[src/rtl/mmu_port_arbiter.sv]
// Single-port SRAM arbiter/sequencer between the fetch (IF) and load/store (MEM) requesters.
// Optional starvation guard for IF is enabled by defining MMU_ARB_STARVE_GUARD_EN.
module mmu_port_arbiter #(
    parameter int unsigned SRAM_LAT   = 2,
    parameter int unsigned STARVE_MAX = 3
) (
    input  logic        soc_clk,
    input  logic        MMU_reset,
    input  logic        if_req,
    input  logic [31:0] if_addr,
    output logic        if_ack,
    output logic [31:0] if_rdata,
    input  logic        mem_req,
    input  logic [31:0] mem_addr,
    input  logic [3:0]  mem_be,
    input  logic        mem_rw,
    input  logic [31:0] mem_wdata,
    output logic        mem_ack,
    output logic [31:0] mem_rdata,
    output logic        sram_en,
    output logic        sram_we,
    output logic [31:0] sram_addr,
    output logic [3:0]  sram_be,
    output logic [31:0] sram_wdata,
    input  logic [31:0] sram_rdata,
    output logic        busy
);

    localparam int unsigned CNT_W = 3;
    localparam int unsigned STV_W = 4;

    typedef enum logic [1:0] {S_IDLE, S_ISSUE, S_WAIT, S_RESP} state_t;

    state_t             r_state;
    logic [CNT_W-1:0]   r_cnt;
    logic               r_owner_mem;
    logic               r_if_ack;
    logic               r_mem_ack;
    logic [31:0]        r_if_rdata;
    logic [31:0]        r_mem_rdata;
    logic               r_sram_en;
    logic               r_sram_we;
    logic [31:0]        r_sram_addr;
    logic [3:0]         r_sram_be;
    logic [31:0]        r_sram_wdata;
    logic               r_busy;
    logic               w_pick_mem;
    logic               w_any_req;
    logic               w_unused;

    assign w_any_req = if_req | mem_req;

`ifdef MMU_ARB_STARVE_GUARD_EN
    logic [STV_W-1:0]   r_starve;

    // IF is forced through once MEM has won STARVE_MAX contested grants in a row
    assign w_pick_mem = mem_req && !(if_req && (r_starve == STV_W'(STARVE_MAX)));

    always_ff @(posedge soc_clk) begin
        if (MMU_reset) begin
            r_starve <= '0;
        end else if (r_state == S_IDLE && w_any_req) begin
            if (!w_pick_mem) begin
                r_starve <= '0;
            end else if (if_req) begin
                r_starve <= r_starve + STV_W'(1);
            end
        end
    end

    assign w_unused = ^if_addr[1:0];
`else
    assign w_pick_mem = mem_req;
    assign w_unused   = ^{if_addr[1:0], STV_W'(STARVE_MAX)};
`endif

    always_ff @(posedge soc_clk) begin
        if (MMU_reset) begin
            r_state      <= S_IDLE;
            r_cnt        <= '0;
            r_owner_mem  <= 1'b0;
            r_if_ack     <= 1'b0;
            r_mem_ack    <= 1'b0;
            r_if_rdata   <= '0;
            r_mem_rdata  <= '0;
            r_sram_en    <= 1'b0;
            r_sram_we    <= 1'b0;
            r_sram_addr  <= '0;
            r_sram_be    <= '0;
            r_sram_wdata <= '0;
            r_busy       <= 1'b0;
        end else begin
            r_sram_en <= 1'b0;
            r_if_ack  <= 1'b0;
            r_mem_ack <= 1'b0;
            case (r_state)
                S_IDLE: begin
                    if (w_any_req) begin
                        r_owner_mem <= w_pick_mem;
                        if (w_pick_mem) begin
                            r_sram_addr  <= mem_addr;
                            r_sram_be    <= mem_be;
                            r_sram_we    <= mem_rw;
                            r_sram_wdata <= mem_wdata;
                        end else begin
                            r_sram_addr  <= {if_addr[31:2], 2'b00};
                            r_sram_be    <= 4'b1111;
                            r_sram_we    <= 1'b0;
                        end
                        r_sram_en <= 1'b1;
                        r_busy    <= 1'b1;
                        r_state   <= S_ISSUE;
                    end
                end
                S_ISSUE: begin
                    r_cnt   <= CNT_W'(SRAM_LAT - 1);
                    r_state <= S_WAIT;
                end
                S_WAIT: begin
                    if (r_cnt == '0) begin
                        // read data lands in the owner's register; writes leave both untouched
                        if (!r_sram_we) begin
                            if (r_owner_mem) r_mem_rdata <= sram_rdata;
                            else             r_if_rdata  <= sram_rdata;
                        end
                        r_mem_ack <= r_owner_mem;
                        r_if_ack  <= ~r_owner_mem;
                        r_state   <= S_RESP;
                    end else begin
                        r_cnt <= r_cnt - CNT_W'(1);
                    end
                end
                S_RESP: begin
                    r_busy  <= 1'b0;
                    r_state <= S_IDLE;
                end
                default: begin
                    r_busy  <= 1'b0;
                    r_state <= S_IDLE;
                end
            endcase
        end
    end

    assign if_ack     = r_if_ack;
    assign if_rdata   = r_if_rdata;
    assign mem_ack    = r_mem_ack;
    assign mem_rdata  = r_mem_rdata;
    assign sram_en    = r_sram_en;
    assign sram_we    = r_sram_we;
    assign sram_addr  = r_sram_addr;
    assign sram_be    = r_sram_be;
    assign sram_wdata = r_sram_wdata;
    assign busy       = r_busy;

endmodule
[config.mk]
export PLATFORM = sky130hd
export DESIGN_NAME = mmu_port_arbiter
export DESIGN_NICKNAME = d
export VERILOG_FILES = /design/src/rtl/mmu_port_arbiter.sv
export SDC_FILE = /design/constraint.sdc
export NUM_CORES = 1
export LEC_CHECK = 0
export ABC_AREA = 1
export CELL_PAD_IN_SITES_DETAIL_PLACEMENT = 2
export CELL_PAD_IN_SITES_GLOBAL_PLACEMENT = 2
export CORE_MARGIN = 2
export CORE_UTILIZATION = 21
export CTS_BUF_LIST = sky130_fd_sc_hd__clkbuf_16
export DETAILED_ROUTE_END_ITERATION = 8
export PLACE_DENSITY_LB_ADDON = 0.3
export RECOVER_POWER = 100
export SYNTH_ARGS = -nofsm -noshare
export SYNTH_HDL_FRONTEND = slang
export SYNTH_SLANG_ARGS = --single-unit
[constraint.sdc]
create_clock -name soc_clk -period 2.05 [get_ports soc_clk]
set_input_delay 0.205 -clock soc_clk [delete_from_list [all_inputs] [get_ports soc_clk]]
set_output_delay 0.205 -clock soc_clk [all_outputs]
set_load 0.02 [all_outputs]
# == Word level (Yosys, flattened, before mapping) ==
# Index checks and enable logic that the tools add are counted.
# classes
mux,11
n_eq_ne,6
bitwise,6
reduce_logical,13
addsub,1
# ops
op,count
32-bit two-way mux,1
2-bit one-hot mux with 4 select lines,1
2-bit AND reduction,4
4-bit AND reduction,2
"2-bit inequality test, second input constant",3
3-bit one-hot mux with 2 select lines,1
1-bit NOT,5
"2-bit == test, second input constant",2
2-bit two-way mux,2
4-bit two-way mux,1
2-bit nonzero test,2
3-bit logical NOT,1
1-bit two-way mux,3
3-bit two-way mux,1
3-bit AND reduction,1
3-bit OR reduction,1
"3-bit by 1-bit subtractor with 3-bit output, second input constant",1
"2-bit by 1-bit == test with 1-bit output, second input constant",1
2-bit logical NOT,1
1-bit one-hot mux with 2 select lines,1
2-bit OR reduction,1
1-bit bitwise OR,1
# word_totals
word_cells,50
register_bits,143
out_inout_bits,137
in_bits,137

# == Logic depth before layout (Yosys ltp) ==
# Gate-level depths: netlist of run 1.
# depth
ltp_word,3
ltp_mapped,9
ltp_nobuf,8

# == Least setup slack after synthesis of run 1 ==
# Ideal clock, no wire load.
# synth_timing
path_type,reg2reg
from,reg r_cnt[0]
to,"reg r_mem_rdata[0], in the netlist mem_rdata[0]"
stages_incl_launch_ff,10
setup_ps,64
setup_slack_ps,572
t_required_ps,1986
path_buffers,1
period_less_slack_ps,1478
t_arrival_ps,1414
path_cell_list,dfxtp_1 > inv_1 > ha_1 > ha_1 > nand2_1 > inv_1 > buf_2 > nand3_1 > nand2_1 > nor2_1
# synth_between
elab_chain_len,2
# synth_rtl
item,line_no,text
start: declaration,35,logic [CNT_W-1:0] r_cnt;
start signal: assignment,116,r_cnt <= CNT_W'(SRAM_LAT - 1);
start signal: assignment,130,r_cnt <= r_cnt - CNT_W'(1);
3-bit logical NOT,120,if (r_cnt == '0) begin
4-bit AND reduction (no source line),n/a,
end signal: assignment,123,if (r_owner_mem) r_mem_rdata <= sram_rdata;
end: declaration,40,logic [31:0] r_mem_rdata;
# No other way between the ends.
# A chain may end at the register's enable or synchronous reset.

# == Worst setup path after layout of run 1 ==
# layout_timing
from,"reg r_sram_we, in the netlist sram_we"
to,out sram_we
# layout_lines
item,line_no,text
start: declaration,42,logic r_sram_we;
start signal: assignment,103,r_sram_we <= mem_rw;
end: declaration,21,"output logic sram_we,"
# No word-level cell between the ends.

==> reports/summary.json, run 1 <==
{
  "setup_path": {
    "cpPeakStageDelay_ns": 0.73,
    "critPathSlowestCell": "clkdlybuf4s50_1",
    "crit_fanout": 6,
    "setup.worst_path.end_class": "output port",
    "cp_cell_sequence": "clkdlybuf4s50_1",
    "path_class": "reg -> out",
    "kind_of_start_point_of_the_critical_path": "register",
    "timing.critical_path.max_delay_family": "buffers and inverters",
    "setup.reg_to_reg.worst_slack_ns": 0.27,
    "worst-endpoint-required_ns": 1.85,
    "critical_path_arrival_ns": 1.68,
    "worstPathBufferInverterCount": 1
  },
  "grt": {
    "grt_antenna_before_repair": 0,
    "grt_pass1_wl_um": 35200,
    "groute.layer.met1.usage_pct": 17.37,
    "grt-ovfl-total": 0,
    "groute.layer.met3.usage_pct": 6.844,
    "globalRoute.busiestLayer": "met2",
    "grt_start_max_net_pins": 76,
    "grtUsageTotal_pct": 15.46,
    "via_count_of_the_first_global_routing_pass": 6604,
    "global_route.usage.met2_pct": 26.59
  },
  "timing": {
    "worst_pin_slew_ns": 0.7913,
    "final_hold_viol_count": 0,
    "clock_skew_ns": 0.01487,
    "final_worst_path_period_need_ns": 1.889,
    "fin_setup_tns_ns": 0,
    "maxSlewViolCount": 0,
    "grt_setup_unrepaired": "false",
    "achievable-frequency_mhz": 529.4,
    "postLayoutSetupSlackWorst_ns": 0.1611,
    "final.hold.worst_slack_ns": 0.2776,
    "min_period_over_period_pct": 92.14,
    "max-slew-margin-rel_pct": 47.25,
    "setup_violations": 0
  },
  "clock_tree": {
    "clock_tree.buffer_depth": 2,
    "cts_setup_buffers": 0,
    "post_cts_repair_resize_count": 0,
    "cts.sinks": 143,
    "clock_tree_from_tritoncts": "yes",
    "clock_tree.root_cell": "clkbuf_16",
    "worst_skew_pair.late_latency_ns": 0.43,
    "cts_inserted_buffers": 17,
    "htree_num_levels": 4,
    "cts.clk_slew.worst_paths_ns": 0.07,
    "cts_hold_buf": 0
  },
  "synth": {
    "postSynthRegisterBits": 143,
    "yosys.cell_types.count": 19,
    "post-synth-top-area-cell": "dfxtp_1",
    "synth_enable_flop_cells": 0,
    "dominantRegCellSynth": "dfxtp_1",
    "postSynth.asyncResetShare_pct": 0,
    "yosysWarnings": 0,
    "synth_top_area_share_pct": 48.15,
    "post_synth_main_area_contributors": "dfxtp_1 48%, nor2_1 17%, nand2_1 7.1%",
    "syn_area_um2": 5946,
    "synth_nets": 983,
    "netlist_instances": 840,
    "per_instance_average_area_after_synthesis_um2": 7.078,
    "list_of_most_frequent_post_synthesis_cells": "267 x nor2_1, 143 x dfxtp_1, 113 x nand2_1",
    "count_leader_synth": "nor2_1",
    "synth_sequential_area_ratio_pct": 48.15
  },
  "routing": {
    "routed_wire_length_per_instance_um": 15.34,
    "finalWirelength_um": 22730,
    "via_per_inst": 4.222,
    "first_pass_iters": 4,
    "via_count": 6257,
    "drtAntennaViolNets": 0,
    "drc_violations": 0,
    "detailedRoute.firstIterationViolations": 172
  },
  "run_status": {
    "outcome": "completed"
  },
  "floorplan": {
    "die_y_um": 172.3,
    "dieArea_um2": 29680,
    "dieWidth_um": 172.3,
    "cell_row_count": 61,
    "num_io_pins": 274,
    "initial_core_util_pct": 21.34,
    "standard_cell_core_area_um2": 27860
  },
  "pwr": {
    "sequentialPowerShare_pct": 32.2,
    "power_frac_comb_pct": 41.6,
    "clkPwrFrac_pct": 26.2,
    "cell_internal_pwr_mw": 7.064,
    "vdd_ir_drop_max_mv": 0.5445,
    "sw_pwr_mw": 4.918,
    "sw_frac_of_total_pct": 41.05,
    "leakage_power_figure_nw": 4.441,
    "power.density_cell_area_nw_per_um2": 1247
  },
  "cells_and_area": {
    "syn2layout_area_growth_pct": 61.60,
    "finalInstanceArea_um2": 9608,
    "final_net_count": 1234,
    "drive_gt1_share_pct": 5.072,
    "antenna_diode_count": 0
  },
  "worst_hold_path": {
    "hold_path_class": "in -> reg"
  },
  "placed_design": {
    "hpwl_um": 16100,
    "gp_routability_congestion": 0.6894,
    "dpl_worst_slack_ns": 0.2787,
    "dpl-instance-area_um2": 9041,
    "port-buffer-count": 271
  },
  "run": {
    "maxCapViolCount": 0
  }
}
power groups by stage:
stage | logic [mW] | registers (mW) | clock network, mW
floorplan | 2.05 | 4.74 | 0
global placement | 5.34 | 3.93 | 0
detailed placement | 5.41 | 3.97 | 0
CTS | 5.44 | 3.92 | 3.27
global route | 5.57 | 3.96 | 3.40
finish | 4.99 | 3.86 | 3.13
logic make-up (layout without fill, tap and decap cells):
logic type                 after synthesis  count (layout)  synth area share (%)
AOI/OAI and AO/OA                      109             109                 10.50
adders and majority gates                6               6                 1.263
buffers and inverters                  131             395                 9.701
DFF                                    143             143                 48.15
and+or+nand+nor                        451             451                 30.39
layer usage:
| layer | vias to the layer above | part of all wire, % |
|---|---|---|
| met4 | 0 | 1.1 |
| li1 | 3109 | - |
| met2 | 179 | 48 |
| met3 | 17 | 9.3 |
| met5 | - | 0 |
| met1 | 2952 | 42 |
final timing paths:
| check | endpoint | cells after the start | start |
|---|---|---|---|
| worst max-delay path | sram_we | 1 | sram_we |
| worst min-delay path | sram_addr[22] | 5 | mem_req |
| worst max register to register | sram_we | 6 | r_state[1] |
| worst min register to register | r_cnt[1] | 2 | r_cnt[1] |
through the flow:
stage               utilization [%]  total power [mW]  instances
global route                  34.49             12.93       1482
floorplan                         -             6.789        840
finish                        34.49             11.98       1482
CTS                           34.59             12.63       1482
detailed placement            32.45             9.380       1450
global placement              32.45             9.269       1450
layout by cell type, fill, tap and decap left out, types with 5 or more instances in the layout:
master	instances
a21oi_1	9
buf_12	6
buf_4	6
clkbuf_16	17
clkdlybuf4s50_1	134
dfxtp_1	143
dlygate4sd3_1	136
ha_1	6
inv_1	75
inv_6	5
nand2_1	113
nand3_1	65
nor2_1	265
o21ai_0	69
o21bai_1	30
registers in the layout (all words and copies together) (netlist names):
| signal | flops |
|---|---|
| r_cnt | 3 |
| sram_we | 1 |
| sram_be | 4 |
| busy | 1 |
| r_state | 2 |
| sram_en | 1 |
| sram_wdata | 32 |
| if_rdata | 32 |
| mem_rdata | 32 |
| mem_ack | 1 |
| r_owner_mem | 1 |
| if_ack | 1 |
| sram_addr | 32 |
cell type report:
cell class | instances | area, um2
clock inverters | 15 | 170.2
inverters | 78 | 294.0
repair buffers | 285 | 2883
fillers | 3238 | 18250
multi-input cells | 566 | 2500
well taps | 378 | 473.0
flip-flops and latches | 143 | 2863
clock buffers | 17 | 425.4
Note: power is estimated with default switching activity, not from simulation.
==> inputs of run 2 (changes only) <==
- CAP_MARGIN: not set -> 20
==> results of run 2 <==
Final layout, timing and power as in run 1 (identical DEF).
